==> config.mk <==
export PLATFORM = sky130hd
export DESIGN_NAME = fetch_unit
export DESIGN_NICKNAME = d
export VERILOG_FILES = /design/src/rtl/fetch_unit.sv
export SDC_FILE = /design/constraint.sdc
export NUM_CORES = 1
export LEC_CHECK = 0
export ABC_AREA = 1
export BUFFER_PORTS_ARGS = -buffer_cell sky130_fd_sc_hd__clkbuf_2
export CAP_MARGIN = 25
export CORE_AREA = 2 2 231 233
export DETAILED_ROUTE_END_ITERATION = 12
export DIE_AREA = 0 0 233 235
export PLACE_DENSITY_LB_ADDON = 0.08
export SETUP_SLACK_MARGIN = 0.3
export SLEW_MARGIN = 20
export SYNTH_ARGS = -nofsm -noshare
export SYNTH_HDL_FRONTEND = slang
export SYNTH_SLANG_ARGS = --single-unit
==> constraint.sdc <==
create_clock -name Clk -period 7 [get_ports Clk]
set_clock_uncertainty 0.05 [all_clocks]
set_input_delay 1.05 -clock Clk [delete_from_list [all_inputs] [get_ports Clk]]
set_output_delay 1.05 -clock Clk [all_outputs]
set_load 0.005 [all_outputs]
==> src/rtl/fetch_unit.sv <==
// rtl/fetch_unit.sv - instruction fetch with prefetch queue, branch target table and halt
module fetch_unit #(
   parameter int P = 12,
   parameter int W = 9,
   parameter int T = 4,
   parameter int Q = 2,
   parameter int C = 16
) (
   input  logic         Clk,
   input  logic         Reset,
   output logic [P-1:0] RomAddr,
   input  logic [W-1:0] RomData,
   input  logic         Stall,
   input  logic         BranchEn,
   input  logic [T-1:0] TargSel,
   input  logic         Halt,
   input  logic         LutWe,
   input  logic [T-1:0] LutAddr,
   input  logic [P-1:0] LutData,
   output logic [W-1:0] InstOut,
   output logic [P-1:0] InstPC,
   output logic         InstValid,
   output logic         Done,
   output logic [C-1:0] CycleCt
);

   localparam int QW = (Q > 1) ? $clog2(Q) : 1;
   localparam int CW = $clog2(Q + 1);

   typedef enum logic {RUN, HALTED} fetchState;

   fetchState       state;
   logic [P-1:0]    fetchPc;
   logic [QW-1:0]   head;
   logic [QW-1:0]   tail;
   logic [CW-1:0]   count;
   logic [W-1:0]    qData [Q];
   logic [P-1:0]    qPc [Q];
   logic [P-1:0]    targTable [2**T];

   logic consume;
   logic branchTaken;
   logic haltTaken;
   logic push;

   function automatic logic [QW-1:0] bump(input logic [QW-1:0] idx);
      return (idx == QW'(Q - 1)) ? '0 : idx + QW'(1);
   endfunction

   assign InstValid   = (count != '0);
   assign consume     = InstValid & ~Stall;
   assign branchTaken = consume & BranchEn & ~Halt;
   assign haltTaken   = consume & Halt;
   // A full queue can still accept a fetch when the head leaves the same cycle.
   assign push        = (state == RUN) & ((count < CW'(Q)) | consume) & ~branchTaken & ~haltTaken;

   assign RomAddr = fetchPc;
   assign InstOut = qData[head];
   assign InstPC  = qPc[head];

   always_ff @(posedge Clk or posedge Reset) begin
      if (Reset) begin
         state   <= RUN;
         Done    <= 1'b0;
         fetchPc <= '0;
         head    <= '0;
         tail    <= '0;
         count   <= '0;
         CycleCt <= '0;
      end else if (state == RUN) begin
         if (CycleCt != '1)
            CycleCt <= CycleCt + C'(1);
         if (haltTaken) begin
            state <= HALTED;
            Done  <= 1'b1;
            head  <= '0;
            tail  <= '0;
            count <= '0;
         end else if (branchTaken) begin
            fetchPc <= targTable[TargSel];
            head    <= '0;
            tail    <= '0;
            count   <= '0;
         end else begin
            if (push) begin
               tail    <= bump(tail);
               fetchPc <= fetchPc + P'(1);
            end
            if (consume)
               head <= bump(head);
            if (push && !consume)
               count <= count + CW'(1);
            else if (consume && !push)
               count <= count - CW'(1);
         end
      end
   end

   // Queue payload needs no reset: entries are only read while count says they are live.
   always_ff @(posedge Clk) begin
      if (push) begin
         qData[tail] <= RomData;
         qPc[tail]   <= fetchPc;
      end
   end

   // A branch reading the entry being written sees the old value (read before the edge).
   always_ff @(posedge Clk or posedge Reset) begin
      if (Reset) begin
         for (int i = 0; i < 2**T; i++)
            targTable[i] <= '0;
      end else if (LutWe) begin
         targTable[LutAddr] <= LutData;
      end
   end

endmodule

Word-level counts from Yosys, hierarchy flattened:

Memory sizes are Yosys's and may differ from the RTL's.
Cells that the tools add are included.

* add/subtract/negate cells: 6
* magnitude comparators: 4
* eq/ne operators: 1
* mux-type cells: 24
* bitwise logic cells: 15
* reduce and logical (&&, ||, !) cells: 16

Operators by type and width (count)
* $bwmux 192: 1
* $mux 12: 5
* $bmux 12 s4: 1
* $demux 12 s4: 1
* $add 16x1->16 const B: 1
* $ne 16x16->1 const B: 1
* $add 12x1->12 const B: 1
* $mux 1: 12
* $ge 5x5->1 const B: 2
* $not 4->5: 2
* $reduce_and 2->1: 5
* $mux 2: 4
* $and 1x1->1: 7
* $reduce_bool 3->1: 2
* $lt 5x1->1 const B: 1
* $not 1->1: 5
* $reduce_bool 2->1: 2
* $reduce_bool 4->1: 1
* $logic_and 1x1->1: 3
* $reduce_and 3->1: 1
* $add 1x1->1 const B: 2
* $add 2x1->2 const B: 1
* $logic_not 1->1: 2
* $lt 2x2->1 const B: 1
* other kinds (2): 2

* bits in registers: 226
* RAM bits: 42
* input bits: 35
* output and inout port bits: 51
* logic and storage cells: 91
* memories kept: 2

Memory list
* qPc: words 2, bits a word 12, read ports 1, clocked after Yosys merged registers in 0, write ports 1, line 38 `logic [P-1:0] qPc [Q];`
* qData: words 2, bits a word 9, read ports 1, clocked after Yosys merged registers in 0, write ports 1, line 37 `logic [W-1:0] qData [Q];`

Longest topological paths before layout:

* word-level depth: 13
* gate-level depth with buffers: 11
* gate-level depth less buffers: 11

Worst setup path before layout:

No wires, ideal clock.

* kind: input -> register
* start: in Stall
* end: mem qData[1][0], enable pin
* library setup time: 399 ps
* arrival time: 2409 ps
* required time: 6551 ps
* slack: 4142 ps
* stages on the path: 6
* buffers on the path: 0
* cells stage by stage: inv_1 > nand3_2 > nand3_4 > inv_2 > nand2_1 > nor2_1

* longest elaborated chain between the ends: 9
* elaborated cells on any way between the ends: 13
* classes of those cells: mux (2); bitwise (11)

Ends and longest elaborated chain
* start, declared: line 13 `input logic Stall,`
* $not 1->1 *: line 51 `assign consume = InstValid & ~Stall;`
* $and 1x1->1 *: line 51
* $and 1x1->1 (2 in a row): line 52 `assign branchTaken = consume & BranchEn & ~Halt;`
* $not 1->1: line 55 `assign push = (state == RUN) & ((count < CW'(Q)) | consume) & ~branchTaken & ~haltTaken;`
* $and 1x1->1: line 55
* $and 1x1->1 *: line 55
* $mux 1 *: line 101 `if (push) begin`
* $mux 1 (implied by the code) *: line 102 `qData[tail] <= RomData;`
* end, declared: line 37

Every way passes the cells marked *; elsewhere a longest branch is shown, timed or not.

Final worst setup path:

* start: reg head
* end: out InstPC[4]

* longest elaborated chain between the ends: 1

Ends and longest elaborated chain
* start, declared: line 34 `logic [QW-1:0] head;`
* start signal, assigned: line 90 `head <= bump(head);`
* $mem_v2 2x12
* end, declared: line 21 `output logic [P-1:0] InstPC,`

Every way passes these cells.

==> reports/summary.txt <==
Most used DFF post-synth: sky130_fd_sc_hd__dfrtp_1
DR vias: 9,920
Static power due to leakage: 6.643 nW
Power density cells: 284.9 mW/mm2
Nets in the synthesized netlist: 1,507
Final worst path period need: 3.194 ns
Post-synth ARST share: 0.8433
Worst-Skew Late Latency: 0.54 ns
Via density: 4.444
Post-DP HPWL: 24.27 mm
Crit path DAT: 2.09 ns
# port buffers: 85
Synthesized cell area: 0.01241 mm2
Number of rows created at floorplan: 84
Grt total ovfl: 0
Endpoint type of the worst setup path: output port
Layout overhead on the synthesized area: 16.85%
Inserted Diodes: 0
Number of synthesized flops with an enable pin: 42
Clock-pin slew of the registers on the worst-case setup and hold paths: 0.05 ns
Final-report hold violation count: 0
Worst min path class: reg2reg
Number of global-route vias before repair: 10,040
CP Launch Type: register
Post-route worst setup slack: 3.806 ns
Top cells by area, synth: sky130_fd_sc_hd__dfrtp_1 (46%), sky130_fd_sc_hd__nand2_1 (12%), sky130_fd_sc_hd__edfxtp_1 (10%), sky130_fd_sc_hd__o21ai_0 (7.7%), sky130_fd_sc_hd__nor2_1 (5.5%)
Starting density of the core: 0.2376
Highest clock rate: 313.1 MHz
RSZ-0062 raised after global routing: false
Number of setup buffers added after CTS: 0
Dominant cell by count in the synthesized netlist: sky130_fd_sc_hd__nand2_1
Floorplan core area: 0.05224 mm2
Clock sink count: 268
Area of placed instances: 0.01335 mm2
Maximum number of pins on one net before global-route repair: 165
Req. time, crit path: 5.90 ns
Count of nets after finishing: 1,557
Critical path peak fanout: 23
Status: complete, no violations
Final cell area excluding filler cells: 0.01450 mm2
Worst reg2reg startpoint: count[1]
Fraction of the yosys area taken by sequential cells: 0.5573
Final max-slew violation count: 0
Start-to-end type of the worst setup path: reg2out
Gp weighted congestion: 0.7438
VDD IR max: 0.1584 mV
Area share of the largest cell type after synthesis: 0.4556
GRT Resource Usage Total: 0.1497
Root buffer cell: sky130_fd_sc_hd__clkbuf_16
Worst Min Path Start: Done
Die Span X: 233 um
Number of max-cap violations: 0
Die Area: 0.05476 mm2
Global-route wire length before repair: 62.78 mm
Avg Synthesized Cell Area: 8.449 um2
CTS tree: done
Number of cells on the worst reg-to-reg path: 7
Inserted Clock Buffers: 36
Worst hold path stage count: 1
Final WL: 40.15 mm
Worst hold endpoint: Done
Capture point of the worst reg-to-reg path: qData[0][7]
Post-synthesis cell type with the largest combined area: sky130_fd_sc_hd__dfrtp_1
Post-synthesis cell type count: 41
Fillcell total: 5,678
Post-place setup slack: 3.500 ns
Count of hold-fix buffers inserted at cts: 0
Share of layout cells above drive strength 1: 0.1231
Relative slew slack: 0.3204
Yosys Warn Count: 0
Final number of setup-violating endpoints: 0
Post-CTS resize count: 0
Number of antenna violations at the first check in global routing: 0
Maximum buffer depth of the clock tree: 3
H-tree depth reported by CTS: 2
Number of design rule violations left after detail routing: 0
Cells after synthesis: 1,469
Starting DRT DRC Count: 673
Flop-to-flop setup slack: 4.75 ns
Total power of the final layout: 0.004133 W
Worst Max-Slew Pin Slew: 1.017 ns
Drt first pass iters: 4
Antenna-violating nets left: 0
Die Y-Extent: 235 um
Post-route fraction of the period consumed by the critical path: 0.4563
WL per Instance: 17.99 um
Setup TNS: 0 ns
Flip-flop and latch count after synthesis: 268
Synth cell count leaders: sky130_fd_sc_hd__nand2_1 (393), sky130_fd_sc_hd__dfrtp_1 (226), sky130_fd_sc_hd__o21ai_0 (191)
Boundary pin count: 86
==> critical path, stage by stage, from the launching register on <==
cell and delay (ns):
sky130_fd_sc_hd__dfrtp_1 0.36, sky130_fd_sc_hd__buf_4 0.21, sky130_fd_sc_hd__inv_1 0.63, sky130_fd_sc_hd__nand2_1 0.12, sky130_fd_sc_hd__nand2_1 0.10, sky130_fd_sc_hd__clkbuf_2 0.12
==> where the power goes <==
group	switching [W]	leakage (nW)	internal, W	total, W
logic	0.000282	2.86	0.000172	0.000454
clock network	0.000705	0.540	0.00105	0.00175
registers	0.000118	3.24	0.00181	0.00193
total	0.00111	6.64	0.00303	0.00413
==> logic make-up (layout without fill, tap and decap cells) <==
group | after synthesis | in the layout | share of synthesized area
buffers and inverters | 164 | 239 | 0.06089
flip-flops | 268 | 268 | 0.5573
XOR/XNOR | 17 | 17 | 0.01200
adder cells (fa/ha/maj) | 3 | 3 | 0.003025
AND/OR/NAND/NOR | 712 | 712 | 0.2394
AO/OA/AOI/OAI | 305 | 305 | 0.1274
==> cell usage in the layout, fill, tap and decap left out, types with 2 or more instances in the layout <==
master / n
sky130_fd_sc_hd__clkbuf_16: 37
sky130_fd_sc_hd__dfrtp_1: 226
sky130_fd_sc_hd__buf_4: 11
sky130_fd_sc_hd__nand2_1: 393
sky130_fd_sc_hd__edfxtp_1: 42
sky130_fd_sc_hd__buf_6: 2
sky130_fd_sc_hd__nand3_2: 2
sky130_fd_sc_hd__a21boi_1: 2
sky130_fd_sc_hd__nand2_2: 11
sky130_fd_sc_hd__o21ai_2: 6
sky130_fd_sc_hd__nand4_1: 4
sky130_fd_sc_hd__nor3_1: 5
sky130_fd_sc_hd__nand3_1: 97
sky130_fd_sc_hd__o21ai_1: 89
sky130_fd_sc_hd__nor4_1: 2
sky130_fd_sc_hd__nor2_4: 4
sky130_fd_sc_hd__clkinv_2: 3
sky130_fd_sc_hd__clkbuf_2: 84
sky130_fd_sc_hd__nand3b_1: 3
sky130_fd_sc_hd__nor3_4: 3
sky130_fd_sc_hd__clkbuf_1: 15
sky130_fd_sc_hd__o22ai_1: 2
sky130_fd_sc_hd__nor2_1: 180
sky130_fd_sc_hd__o211ai_1: 7
sky130_fd_sc_hd__a21oi_1: 5
sky130_fd_sc_hd__inv_2: 9
sky130_fd_sc_hd__xnor2_1: 5
sky130_fd_sc_hd__nor2_2: 2
sky130_fd_sc_hd__xor2_1: 12
sky130_fd_sc_hd__o21ai_0: 191
sky130_fd_sc_hd__ha_1: 3
sky130_fd_sc_hd__inv_1: 66
sky130_fd_sc_hd__clkbuf_8: 7
==> metrics by stage <==
| step | std cells | utilization | hold slack, ns |
|---|---|---|---|
| 3_5_place_dp | 2166 | 0.2555 | 0.4128 |
| 3_3_place_gp | 2165 | 0.2552 | 0.4121 |
| 6_report | 2232 | 0.2777 | 0.4221 |
| 5_1_grt | 2232 | 0.2777 | 0.4474 |
| 2_1_floorplan | 1469 | - | 0.3978 |
| 4_1_cts | 2229 | 0.2766 | 0.4285 |
==> cell type report <==
| type | count | area, um2 | share of cell area |
|---|---|---|---|
| flip-flops and latches | 268 | 6917 | 0.4769 |
| multi-input cells | 1037 | 4747 | 0.3273 |
| clock buffers | 59 | 1079 | 0.07436 |
| well taps | 688 | 860.8 | 0.05935 |
| repair buffers | 100 | 588.1 | 0.04055 |
| inverters | 76 | 289.0 | 0.01993 |
| clock inverters | 4 | 23.77 | 0.001639 |
==> flip-flops by register name (all words and copies together), names as in the netlist <==
register and count:
Done 1, qData 18, count 2, head 1, targTable 192, tail 1
state 1, CycleCt 16, RomAddr 12, qPc 24
==> per-layer routing <==
| metal | GRT usage | vias to the layer above | routed length [um] | share of wire |
|---|---|---|---|---|
| met5 | 0 | - | 0 | 0 |
| met4 | 0.04188 | 0 | 821 | 0.020 |
| met3 | 0.02913 | 56 | 1889 | 0.047 |
| met2 | 0.2347 | 185 | 18140 | 0.45 |
| met1 | 0.2090 | 4776 | 19290 | 0.48 |
| li1 | - | 4903 | - | - |
==> how the worst max path moves through the flow <==
stage / startpoint / endpoint / slack [ns] / depth (start not counted)
CTS: head / InstPC[4] / 3.68 / 5
global placement: TargSel[0] / RomAddr[7] / 3.52 / 9
finish: head / InstPC[4] / 3.81 / 5
floorplan: Reset / CycleCt[0] / 2.95 / 1
detailed placement: TargSel[0] / RomAddr[3] / 3.50 / 11
global route: head / InstPC[1] / 3.61 / 5
Power figures use the tool's default switching activity.
